### config.mk
export PLATFORM = sky130hd
export DESIGN_NAME = spi_master_shifter
export DESIGN_NICKNAME = d
export VERILOG_FILES = /design/src/rtl/spi_master_shifter.sv
export SDC_FILE = /design/constraint.sdc
export NUM_CORES = 1
export LEC_CHECK = 0
export CELL_PAD_IN_SITES_DETAIL_PLACEMENT = 0
export CELL_PAD_IN_SITES_GLOBAL_PLACEMENT = 1
export CORE_ASPECT_RATIO = 1.1
export CORE_MARGIN = 1.5
export CORE_UTILIZATION = 47
export CTS_BUF_LIST = sky130_fd_sc_hd__clkbuf_8
export DETAILED_ROUTE_END_ITERATION = 10
export PLACE_DENSITY = 0.82
export SYNTH_ARGS = -nofsm -noshare
export SYNTH_HDL_FRONTEND = slang
export SYNTH_SLANG_ARGS = --single-unit
### constraint.sdc
create_clock -name i_clk -period 3.4 [get_ports i_clk]
set_input_delay 0.34 -clock i_clk [delete_from_list [all_inputs] [get_ports i_clk]]
set_output_delay 0.34 -clock i_clk [all_outputs]
set_load 0.05 [all_outputs]
### src/rtl/spi_master_shifter.sv
// spi_master_shifter: SPI mode-0 master byte shifter (CPOL=0, MSB first).
// A one-entry holding register feeds the shifter. ssn stays low from byte to byte until a
// byte flagged tx_last has gone out.
// A byte occupies 16 half-periods of CLK_DIV cycles each. The low half that follows fall 8
// counts as part of the byte, so a continuous burst has no gap between bytes, and CS_HOLD
// starts counting once that trailing half-period has elapsed.
// Optional feature: define SPI_MASTER_LOOPBACK_EN to add i_loopback. While i_loopback is 1,
// the receive shifter samples the internal mosi instead of i_miso.
module spi_master_shifter #(
    parameter int CLK_DIV  = 4,
    parameter int CS_SETUP = 2,
    parameter int CS_HOLD  = 2,
    parameter int CS_IDLE  = 4
) (
    input  logic       i_clk,
    input  logic       i_rst,
    input  logic       i_tx_vld,
    output logic       o_tx_rdy,
    input  logic [7:0] i_tx_dat,
    input  logic       i_tx_last,
    output logic       o_rx_vld,
    output logic [7:0] o_rx_dat,
    output logic       o_busy,
    output logic       o_ssn,
    output logic       o_sck,
    output logic       o_mosi,
    input  logic       i_miso
`ifdef SPI_MASTER_LOOPBACK_EN
    ,
    input  logic       i_loopback
`endif
);

    // state  | meaning
    // IDLE   | ssn high, waiting for the holding register to fill
    // SETUP  | ssn low, CS_SETUP cycles before the first sck rise
    // XFER   | shifting a byte, 16 half-periods of CLK_DIV cycles
    // WAIT   | underrun between bytes: ssn low, sck low, mosi keeps bit0
    // HOLD   | CS_HOLD cycles after the last byte, then ssn rises
    // GAP    | ssn high for the minimum inter-transaction time
    typedef enum logic [2:0] {S_IDLE, S_SETUP, S_XFER, S_WAIT, S_HOLD, S_GAP} state_t;

    localparam int CW = 16;

    state_t          r_state, w_state;
    logic [CW-1:0]   r_cnt, w_cnt;
    logic [3:0]      r_hp, w_hp;
    logic [7:0]      r_tx_sh, w_tx_sh;
    logic            r_last, w_last;
    logic [7:0]      r_rx_sh, w_rx_sh;
    logic [7:0]      r_rx_dat, w_rx_dat;
    logic            r_rx_vld, w_rx_vld;
    logic            r_ssn, w_ssn;
    logic            r_sck, w_sck;
    logic            r_mosi, w_mosi;
    logic            r_hold_full;
    logic [7:0]      r_hold_dat;
    logic            r_hold_last;
    logic            w_take;
    logic            w_cnt_zero;
    logic            w_miso_in;
    logic [7:0]      w_rx_next;

`ifdef SPI_MASTER_LOOPBACK_EN
    assign w_miso_in = i_loopback ? r_mosi : i_miso;
`else
    assign w_miso_in = i_miso;
`endif

    assign w_cnt_zero = (r_cnt == '0);
    assign w_rx_next  = {r_rx_sh[6:0], w_miso_in};
    assign o_tx_rdy   = ~r_hold_full;
    assign o_busy     = (r_state != S_IDLE);
    assign o_ssn      = r_ssn;
    assign o_sck      = r_sck;
    assign o_mosi     = r_mosi;
    assign o_rx_vld   = r_rx_vld;
    assign o_rx_dat   = r_rx_dat;

    // Next-state and output logic. Whenever a byte is taken from the holding register,
    // mosi is preloaded with bit7 in the same cycle.
    always_comb begin
        w_state  = r_state;
        w_cnt    = r_cnt;
        w_hp     = r_hp;
        w_tx_sh  = r_tx_sh;
        w_last   = r_last;
        w_rx_sh  = r_rx_sh;
        w_rx_dat = r_rx_dat;
        w_rx_vld = 1'b0;
        w_ssn    = r_ssn;
        w_sck    = r_sck;
        w_mosi   = r_mosi;
        w_take   = 1'b0;
        case (r_state)
            S_IDLE: begin
                if (r_hold_full) begin
                    w_take  = 1'b1;
                    w_state = S_SETUP;
                    w_cnt   = CW'(CS_SETUP - 1);
                    w_ssn   = 1'b0;
                end
            end
            S_SETUP: begin
                if (w_cnt_zero) begin
                    w_state = S_XFER;
                    w_sck   = 1'b1;
                    w_hp    = 4'd0;
                    w_cnt   = CW'(CLK_DIV - 1);
                end else begin
                    w_cnt = r_cnt - 1'b1;
                end
            end
            S_XFER: begin
                if (!w_cnt_zero) begin
                    w_cnt = r_cnt - 1'b1;
                end else begin
                    w_cnt = CW'(CLK_DIV - 1);
                    if (r_hp == 4'd15) begin
                        // End of the trailing low half of the byte.
                        w_hp = 4'd0;
                        if (r_last) begin
                            w_state = S_HOLD;
                            w_cnt   = CW'(CS_HOLD - 1);
                        end else if (r_hold_full) begin
                            w_take = 1'b1;
                            w_sck  = 1'b1;
                        end else begin
                            w_state = S_WAIT;
                        end
                    end else begin
                        w_hp  = r_hp + 4'd1;
                        w_sck = ~r_sck;
                        if (r_sck) begin
                            w_rx_sh = w_rx_next;
                            if (r_hp == 4'd14) begin
                                w_rx_dat = w_rx_next;
                                w_rx_vld = 1'b1;
                            end
                        end else begin
                            w_mosi  = r_tx_sh[6];
                            w_tx_sh = {r_tx_sh[6:0], 1'b0};
                        end
                    end
                end
            end
            S_WAIT: begin
                if (r_hold_full) begin
                    w_take  = 1'b1;
                    w_state = S_XFER;
                    w_sck   = 1'b1;
                    w_hp    = 4'd0;
                    w_cnt   = CW'(CLK_DIV - 1);
                end
            end
            S_HOLD: begin
                if (w_cnt_zero) begin
                    w_ssn = 1'b1;
                    // The cycle that ssn rises counts toward CS_IDLE.
                    if (CS_IDLE <= 1) begin
                        w_state = S_IDLE;
                    end else begin
                        w_state = S_GAP;
                        w_cnt   = CW'(CS_IDLE - 2);
                    end
                end else begin
                    w_cnt = r_cnt - 1'b1;
                end
            end
            S_GAP: begin
                if (w_cnt_zero) begin
                    w_state = S_IDLE;
                end else begin
                    w_cnt = r_cnt - 1'b1;
                end
            end
            default: w_state = S_IDLE;
        endcase
        if (w_take) begin
            w_tx_sh = r_hold_dat;
            w_last  = r_hold_last;
            w_mosi  = r_hold_dat[7];
        end
    end

    // State and registered SPI outputs.
    always_ff @(posedge i_clk or posedge i_rst) begin
        if (i_rst) begin
            r_state  <= S_IDLE;
            r_cnt    <= '0;
            r_hp     <= 4'd0;
            r_tx_sh  <= 8'h00;
            r_last   <= 1'b0;
            r_rx_sh  <= 8'h00;
            r_rx_dat <= 8'h00;
            r_rx_vld <= 1'b0;
            r_ssn    <= 1'b1;
            r_sck    <= 1'b0;
            r_mosi   <= 1'b0;
        end else begin
            r_state  <= w_state;
            r_cnt    <= w_cnt;
            r_hp     <= w_hp;
            r_tx_sh  <= w_tx_sh;
            r_last   <= w_last;
            r_rx_sh  <= w_rx_sh;
            r_rx_dat <= w_rx_dat;
            r_rx_vld <= w_rx_vld;
            r_ssn    <= w_ssn;
            r_sck    <= w_sck;
            r_mosi   <= w_mosi;
        end
    end

    // Holding register. Loading and emptying never happen in the same cycle, because a load
    // needs it empty and a take needs it full.
    always_ff @(posedge i_clk or posedge i_rst) begin
        if (i_rst) begin
            r_hold_full <= 1'b0;
            r_hold_dat  <= 8'h00;
            r_hold_last <= 1'b0;
        end else if (w_take) begin
            r_hold_full <= 1'b0;
        end else if (i_tx_vld && !r_hold_full) begin
            r_hold_full <= 1'b1;
            r_hold_dat  <= i_tx_dat;
            r_hold_last <= i_tx_last;
        end
    end

endmodule
==> results of run 1 <==
[area by class of cell]
cell class / instances / area (µm²) / area share
Clock buffer: 9 / 124 / 0.0344
Clock inverter: 7 / 124 / 0.0344
Inverter: 12 / 45.0 / 0.0125
Multi-Input combinational cell: 204 / 1400 / 0.388
Sequential cell: 60 / 1500 / 0.418
Tap cell: 80 / 100 / 0.0278
Timing Repair Buffer: 32 / 305 / 0.0848
[per-layer routing]
metal	part of all wire	track usage
met4	0.021	0.105
met2	0.50	0.321
met1	0.46	0.239
met5	0	0
met3	0.026	0.0379
[metrics by stage]
stage | setup slack [ns] | power [mW] | area [µm²]
after global routing | 0.441 | 3.51 | 3600
after CTS | 0.580 | 3.28 | 3600
after global placement | 0.647 | 2.44 | 3350
after floorplan | 0.846 | 2.13 | 2990
after detailed placement | 0.601 | 2.47 | 3350
final | 0.603 | 3.25 | 3600
[state kept, by name, indices dropped and copies added, names as in the netlist]
signal / cells
r_cnt: 16
o_rx_dat: 8
r_hold_dat: 8
r_rx_sh: 7
r_tx_sh: 7
r_hp: 4
r_state: 3
o_mosi: 1
o_rx_vld: 1
o_sck: 1
o_ssn: 1
r_hold_full: 1
r_hold_last: 1
r_last: 1
[cell usage in the layout, fill, tap and decap left out, types with 3 or more instances in the layout]
master / instances
nor2_1: 28
a21oi_1: 21
buf_4: 6
mux2_2: 27
a31oi_1: 3
clkbuf_8: 9
dfrtp_1: 59
mux2i_1: 4
nor3_1: 9
bufinv_16: 3
a22o_1: 4
o21ai_2: 5
o21ai_0: 17
ha_1: 6
inv_1: 11
a21o_1: 4
nand3_1: 9
or3_1: 8
or4_1: 3
clkdlybuf4s50_1: 26
nand2b_1: 6
nand2_1: 14
o21ai_1: 3
xnor2_1: 9
[Yosys cell counts, drive strengths merged, types with 2 or more instances]
| library cell | number |
|---|---|
| a21oi | 21 |
| o31ai | 2 |
| a21o | 4 |
| nor3 | 11 |
| clkbuf | 5 |
| a31oi | 3 |
| dfrtp | 59 |
| buf | 4 |
| or4 | 5 |
| nand3 | 9 |
| nand2 | 15 |
| nand2b | 6 |
| mux2 | 27 |
| o21ai | 25 |
| inv | 12 |
| nor4 | 2 |
| xnor2 | 9 |
| a22o | 4 |
| mux2i | 4 |
| nor2 | 29 |
| ha | 6 |
| or3 | 8 |
[cell families (layout without fill, tap and decap cells)]
kind of cell	count (synthesis)	in the layout	share of synthesized area
simple gates	91	91	0.163
mux	31	31	0.115
fa+ha+maj	6	6	0.0251
xor+xnor	10	10	0.0293
flops	60	60	0.503
buf+inv	21	60	0.0301
compound gates	66	66	0.135
[power by group]
part	total [mW]	internal, mW	switching (mW)	leakage [nW]
clock network	0.803	0.491	0.312	0.120
logic	1.34	0.577	0.764	0.699
registers	1.11	0.915	0.192	0.778
total	3.25	1.98	1.27	1.60
[worst max-delay path: cells and delay by family, from the launching register on]
kind                     cells  cell delay (ns)
AND/OR/NAND/NOR              5             1.68
buffers and inverters        1             0.11
flip-flops                   1             0.40
adder cells (fa/ha/maj)      1             0.15
multiplexers                 1             0.35
[worst min path at each step]
stage | end | slack [ns] | depth (start not counted)
5_1_grt | r_tx_sh[6]$_DFFE_PP0P_ | 0.49 | 1
3_5_place_dp | r_tx_sh[0]$_DFFE_PP0P_ | 0.47 | 2
2_1_floorplan | r_tx_sh[0]$_DFFE_PP0P_ | 0.45 | 2
3_3_place_gp | r_tx_sh[5]$_DFFE_PP0P_ | 0.46 | 1
6_report | r_tx_sh[5]$_DFFE_PP0P_ | 0.48 | 1
4_1_cts | r_tx_sh[5]$_DFFE_PP0P_ | 0.48 | 1
==> summary.json, run 1 <==
{
  "power-per-cell-area": {"value": 903, "unit": "nW/µm²"},
  "slew_headroom": {"value": 0.459},
  "cts_resized": {"value": 0},
  "syn_nets": {"value": 304},
  "placementRows": {"value": 30},
  "synth_area_per_cell": {"value": 10.5, "unit": "µm²"},
  "r2r-start": {"value": "r_cnt[0]$_DFFE_PP0P_"},
  "total_leakage_power": {"value": 1.60, "unit": "nW"},
  "vdd.ir_drop.worst": {"value": 591, "unit": "µV"},
  "fin_cells": {"value": 404},
  "ys_types": {"value": 45},
  "fin_setup_tns": {"value": 0, "unit": "ns"},
  "clock_network_latency_to_the_later_pin_of_the_worst_skew_pair": {"value": 0.35, "unit": "ns"},
  "yosysSeqAreaShare": {"value": 0.503},
  "setup.reg_to_reg.worst_slack": {"value": 0.60, "unit": "ns"},
  "status": {"value": "complete, no violations"},
  "areaGrowthSynthToFinish": {"value": 20.3, "unit": "%"},
  "worst_ep_required_time": {"value": 3.64, "unit": "ns"},
  "dp_hpwl": {"value": 4010, "unit": "µm"},
  "ctsHtreeMaxLevel": {"value": 3},
  "grt_overflow_total": {"value": 0},
  "critical_path.reg2reg.endpoint": {"value": "o_rx_dat[5]$_DFFE_PP0P_"},
  "numClockSinks": {"value": 60},
  "synth_edf_count": {"value": 0},
  "post_synthesis_instance_total": {"value": 285},
  "ys.warnings.count": {"value": 0},
  "detailed_router_iteration_count_before_antenna_repair": {"value": 4},
  "worst_path_arrival_time": {"value": 3.04, "unit": "ns"},
  "crit_path_end": {"value": "o_rx_dat[5]$_DFFE_PP0P_"},
  "antenna_violating_nets_post_route": {"value": 0},
  "clock_tree.buffer_depth": {"value": 2},
  "classification_of_the_worst_setup_path": {"value": "reg2reg"},
  "synthFlopType": {"value": "dfrtp_1"},
  "final_nets": {"value": 338},
  "wl_per_cell": {"value": 14.6, "unit": "µm"},
  "drv_cap": {"value": 0},
  "drc": {"value": 0},
  "filler_cell_count": {"value": 550},
  "initial_utilization": {"value": 0.486},
  "postCtsSetupBuffers": {"value": 0},
  "hold_start": {"value": "r_tx_sh[5]$_DFFE_PP0P_"},
  "floorplan.die_area": {"value": 6850, "unit": "µm²"},
  "antenna_cells": {"value": 0},
  "vias": {"value": 2189},
  "worst_clock_skew": {"value": 0.0107, "unit": "ns"},
  "cts_hold_repair.buffers": {"value": 0},
  "die_w": {"value": 79.1, "unit": "µm"},
  "final_layout_size_suffix_gt1_frac": {"value": 0.194},
  "critPathLaunch": {"value": "r_cnt[0]$_DFFE_PP0P_"},
  "core_area": {"value": 6160, "unit": "µm²"},
  "final.period_utilization": {"value": 0.823},
  "fmaxAchievable": {"value": 358, "unit": "MHz"},
  "timing_hold_violations_final": {"value": 0},
  "fin_worst_hold_slack": {"value": 0.480, "unit": "ns"},
  "place.port_buffers": {"value": 26},
  "floorplan.die.height": {"value": 86.7, "unit": "µm"},
  "netlist.top_cell.by_area": {"value": "dfrtp_1"},
  "yosys_register_bits": {"value": 60},
  "finalCoreUtilization": {"value": 0.585},
  "clkSlewWorstSetupHoldPaths": {"value": 0.07, "unit": "ns"},
  "grt_antenna_before_repair": {"value": 0},
  "max_slew.worst_pin.slew": {"value": 0.810, "unit": "ns"},
  "first_iter_violations": {"value": 167},
  "ios": {"value": 27},
  "cts_tree": {"value": "built"},
  "cts-root-buf": {"value": "clkbuf_8"},
  "hold_path_class": {"value": "reg2reg"},
  "yosysTopAreaCellShare": {"value": 0.494},
  "first_pass_grt_wire_length": {"value": 10100, "unit": "µm"},
  "r2r_cells": {"value": 8},
  "route.detailed.vias_per_inst": {"value": 5.42},
  "syn-cell-area": {"value": 2990, "unit": "µm²"},
  "maxSlewViolCount": {"value": 0},
  "gpl.final_weighted_congestion": {"value": 0.837},
  "crit_path_cell_trace": {"value": "inv_1, ha_1, or3b_2, or4_4, nor3_2, nand2_2, nor2_8, mux2_2"},
  "grtUsageTotal": {"value": 0.194},
  "timing.final.crit_period": {"value": 2.80, "unit": "ns"},
  "critPathMaxStageDelay": {"value": 0.61, "unit": "ns"},
  "synthTopCellsByArea": {"value": "dfrtp_1 (49%), mux2_2 (10%), a21oi_1 (3.5%), nor2_1 (3.5%), o21ai_0 (2.8%)"},
  "critical_path.max_fanout": {"value": 13},
  "finalWirelength": {"value": 5890, "unit": "µm"},
  "ys_async_sr_fraction": {"value": 1.00},
  "rsz0062_at_grt": {"value": "no"},
  "critPathCaptureType": {"value": "flop"},
  "dpl.cell_count": {"value": 388},
  "max_stage_delay_cell_worst_path": {"value": "or4_4"},
  "grt_max_degree": {"value": 61},
  "worst_setup_path_start_kind": {"value": "flop"},
  "cts-buffers-inserted": {"value": 9},
  "number_of_global_route_vias_before_repair": {"value": 2166},
  "finalSetupViolCount": {"value": 0}
}
No activity file was read; power rests on OpenSTA's default activity.
==> run 2: changes to the inputs <==
- CORE_UTILIZATION: 47 -> 42
- PLACE_DENSITY: 0.82 -> 0.77
- clock period: 3.4 -> 2.57 ns (I/O delays scaled with it)
==> summary.json, run 2 (same netlist as run 1, synthesis figures left out) <==
{
  "total_leakage_power": {"value": 1.70, "unit": "nW", "change": "was 1.60 nW"},
  "fmaxAchievable": {"value": 396, "unit": "MHz", "change": "was 358 MHz"},
  "grtUsageTotal": {"value": 0.169, "change": "was 0.194"},
  "cp_num_cells": {"value": 9, "change": "was 8"},
  "fin_setup_tns": {"value": 0, "unit": "ns", "change": "unchanged"},
  "rsz0062_at_grt": {"value": "yes", "change": "was no"},
  "first_iter_violations": {"value": 124, "change": "was 167"},
  "max_stage_delay_cell_worst_path": {"value": "or4_4", "change": "unchanged"},
  "worst_setup_path_start_kind": {"value": "flop", "change": "unchanged"},
  "final.setup.worst_slack": {"value": 0.0464, "unit": "ns", "change": "was 0.603 ns"},
  "route.detailed.vias_per_inst": {"value": 5.31, "change": "was 5.42"},
  "cp.buffers_inverters": {"value": 2, "change": "was 1"},
  "max_slew.worst_pin.slew": {"value": 0.526, "unit": "ns", "change": "was 0.810 ns"},
  "floorplan.die.height": {"value": 91.5, "unit": "µm", "change": "was 86.7 µm"},
  "final_design_area_no_fill": {"value": 3800, "unit": "µm²", "change": "was 3600 µm²"},
  "registers.top_by_ff_count": {"value": "r_cnt", "change": "unchanged"},
  "number_of_global_route_vias_before_repair": {"value": 2204, "change": "was 2166"},
  "layout_common_cells": {"value": "dfrtp_1 (59), nor2_1 (28), mux2_2 (27)", "change": "unchanged"},
  "final.period_utilization": {"value": 0.982, "change": "was 0.823"},
  "placement.setup.worst_slack": {"value": 0.0161, "unit": "ns", "change": "was 0.601 ns"},
  "antenna_cells": {"value": 0, "change": "unchanged"},
  "worst_path_arrival_time": {"value": 2.75, "unit": "ns", "change": "was 3.04 ns"},
  "ctsHtreeMaxLevel": {"value": 3, "change": "unchanged"},
  "dp_hpwl": {"value": 4260, "unit": "µm", "change": "was 4010 µm"},
  "drv_cap": {"value": 0, "change": "unchanged"},
  "cts-buffers-inserted": {"value": 9, "change": "unchanged"},
  "clkSlewWorstSetupHoldPaths": {"value": 0.08, "unit": "ns", "change": "was 0.07 ns"},
  "finalSetupViolCount": {"value": 0, "change": "unchanged"},
  "ios": {"value": 27, "change": "unchanged"},
  "critPathMaxStageDelay": {"value": 0.60, "unit": "ns", "change": "was 0.61 ns"},
  "status": {"value": "complete, no violations", "change": "unchanged"},
  "detailed_router_iteration_count_before_antenna_repair": {"value": 4, "change": "unchanged"},
  "worst_ep_required_time": {"value": 2.80, "unit": "ns", "change": "was 3.64 ns"},
  "post_dp_cell_area": {"value": 3540, "unit": "µm²", "change": "was 3350 µm²"},
  "numClockSinks": {"value": 60, "change": "unchanged"},
  "grt_max_degree": {"value": 37, "change": "was 61"},
  "vdd.ir_drop.worst": {"value": 608, "unit": "µV", "change": "was 591 µV"},
  "r2r_cells": {"value": 9, "change": "was 8"},
  "antenna_violating_nets_post_route": {"value": 0, "change": "unchanged"},
  "critPathCaptureType": {"value": "flop", "change": "unchanged"},
  "vias": {"value": 2295, "change": "was 2189"},
  "layout_commonest_cell": {"value": "dfrtp_1", "change": "unchanged"},
  "finalWirelength": {"value": 6060, "unit": "µm", "change": "was 5890 µm"},
  "cts_hold_repair.buffers": {"value": 0, "change": "unchanged"},
  "clock_tree.buffer_depth": {"value": 2, "change": "unchanged"},
  "wl_per_cell": {"value": 14.0, "unit": "µm", "change": "was 14.6 µm"},
  "timing.final.crit_period": {"value": 2.52, "unit": "ns", "change": "was 2.80 ns"},
  "cts_tree": {"value": "built", "change": "unchanged"},
  "first_pass_grt_wire_length": {"value": 10200, "unit": "µm", "change": "was 10100 µm"},
  "grt_overflow_total": {"value": 0, "change": "unchanged"},
  "hold_path_class": {"value": "in2async", "change": "was reg2reg"},
  "cts-root-buf": {"value": "clkbuf_8", "change": "unchanged"},
  "initial_utilization": {"value": 0.429, "change": "was 0.486"},
  "final_layout_size_suffix_gt1_frac": {"value": 0.265, "change": "was 0.194"},
  "areaGrowthSynthToFinish": {"value": 27.2, "unit": "%", "change": "was 20.3%"},
  "floorplan.die_area": {"value": 7640, "unit": "µm²", "change": "was 6850 µm²"},
  "timing_hold_violations_final": {"value": 0, "change": "unchanged"},
  "clock_network_latency_to_the_later_pin_of_the_worst_skew_pair": {"value": 0.35, "unit": "ns", "change": "about the same"},
  "slew_headroom": {"value": 0.649, "change": "was 0.459"},
  "final_nets": {"value": 361, "change": "was 338"},
  "gpl.final_weighted_congestion": {"value": 0.873, "change": "was 0.837"},
  "placementRows": {"value": 32, "change": "was 30"},
  "crit_path_cell_trace": {"value": "inv_2, ha_4, or3b_4, or4_4, buf_12, or3_4, a21boi_2, o21ai_1, o31ai_1", "change": "was inv_1, ha_1, or3b_2, or4_4, nor3_2, nand2_2, nor2_8, mux2_2"},
  "maxSlewViolCount": {"value": 0, "change": "unchanged"},
  "finalCoreUtilization": {"value": 0.546, "change": "was 0.585"},
  "power-per-cell-area": {"value": 1160, "unit": "nW/µm²", "change": "was 903 nW/µm²"},
  "critical_path.max_fanout": {"value": 7, "change": "was 13"},
  "number_of_flip_flops_under_the_largest_register_name": {"value": 16, "change": "unchanged"},
  "worst_clock_skew": {"value": 0.0137, "unit": "ns", "change": "was 0.0107 ns"},
  "grt_antenna_before_repair": {"value": 0, "change": "unchanged"},
  "fin_cells": {"value": 432, "change": "was 404"},
  "drc": {"value": 0, "change": "unchanged"},
  "die_w": {"value": 83.5, "unit": "µm", "change": "was 79.1 µm"},
  "place.port_buffers": {"value": 26, "change": "unchanged"},
  "dpl.cell_count": {"value": 412, "change": "was 388"},
  "crit_family": {"value": "simple AND/OR/NAND/NOR gates", "change": "unchanged"},
  "core_area": {"value": 6970, "unit": "µm²", "change": "was 6160 µm²"},
  "classification_of_the_worst_setup_path": {"value": "reg2reg", "change": "unchanged"}
}
-- run 2: power breakdown --
group	total (mW)	internal, mW	switching [mW]
logic	2.12	0.978	1.14
clock network	0.881	0.480	0.401
registers	1.41	1.21	0.200
-- run 2: worst paths after layout --
check | from | to | slack (ns)
setup / recovery | r_cnt[1]$_DFFE_PP0P_ | r_hp[2]$_DFFE_PP0P_ | 0.05
hold / removal | i_rst | o_rx_dat[0]$_DFFE_PP0P_ | 0.27
setup reg to reg | r_cnt[1]$_DFFE_PP0P_ | r_hp[2]$_DFFE_PP0P_ | 0.05
hold reg to reg | r_hold_dat[3]$_DFFE_PP0P_ | r_tx_sh[3]$_DFFE_PP0P_ | 0.48
max in group asynchronous | i_rst | o_ssn$_DFFE_PP1P_ | 1.66
min in group i_clk | r_hold_dat[3]$_DFFE_PP0P_ | r_tx_sh[3]$_DFFE_PP0P_ | 0.48
-- run 2: what timing repair did --
action / CTS / global route
setup endpoints to repair: 0 / 11
gates resized for setup: 0 / 9
endpoints found under the hold margin: 0 / 0
setup buffers: 0 / 4
-- run 2: layer usage --
layer | up-vias | share of wire | global-route usage
li1 | 1122 | - | -
met1 | 1134 | 0.46 | 0.215
met2 | 29 | 0.50 | 0.280
met3 | 10 | 0.027 | 0.0409
met4 | 0 | 0.016 | 0.0656
met5 | - | 0 | 0
-- run 2: metrics by stage --
step                      total power [mW]  hold slack (ns)
final                                 4.41            0.266
after global routing                  4.73            0.354
after CTS                             4.37            0.280
after detailed placement              3.47            0.471
after global placement                3.44            0.460
after floorplan                       2.81            0.382
-- run 2: final cells by class --
class / count / area (µm²)
Clock buffer: 10 / 138
Clock inverter: 6 / 71.3
Fill cell: 655 / 3160
Inverter: 12 / 45.0
Multi-Input combinational cell: 204 / 1430
Sequential cell: 60 / 1500
Tap cell: 85 / 106
Timing Repair Buffer: 55 / 515
-- run 2: worst register-to-register path: stages, from the launching register on --
cell      delay (ns)
dfrtp_1         0.39
inv_2           0.08
ha_4            0.12
or3b_4          0.37
or4_4           0.60
buf_12          0.17
or3_4           0.32
a21boi_2        0.16
o21ai_1         0.13
o31ai_1         0.08
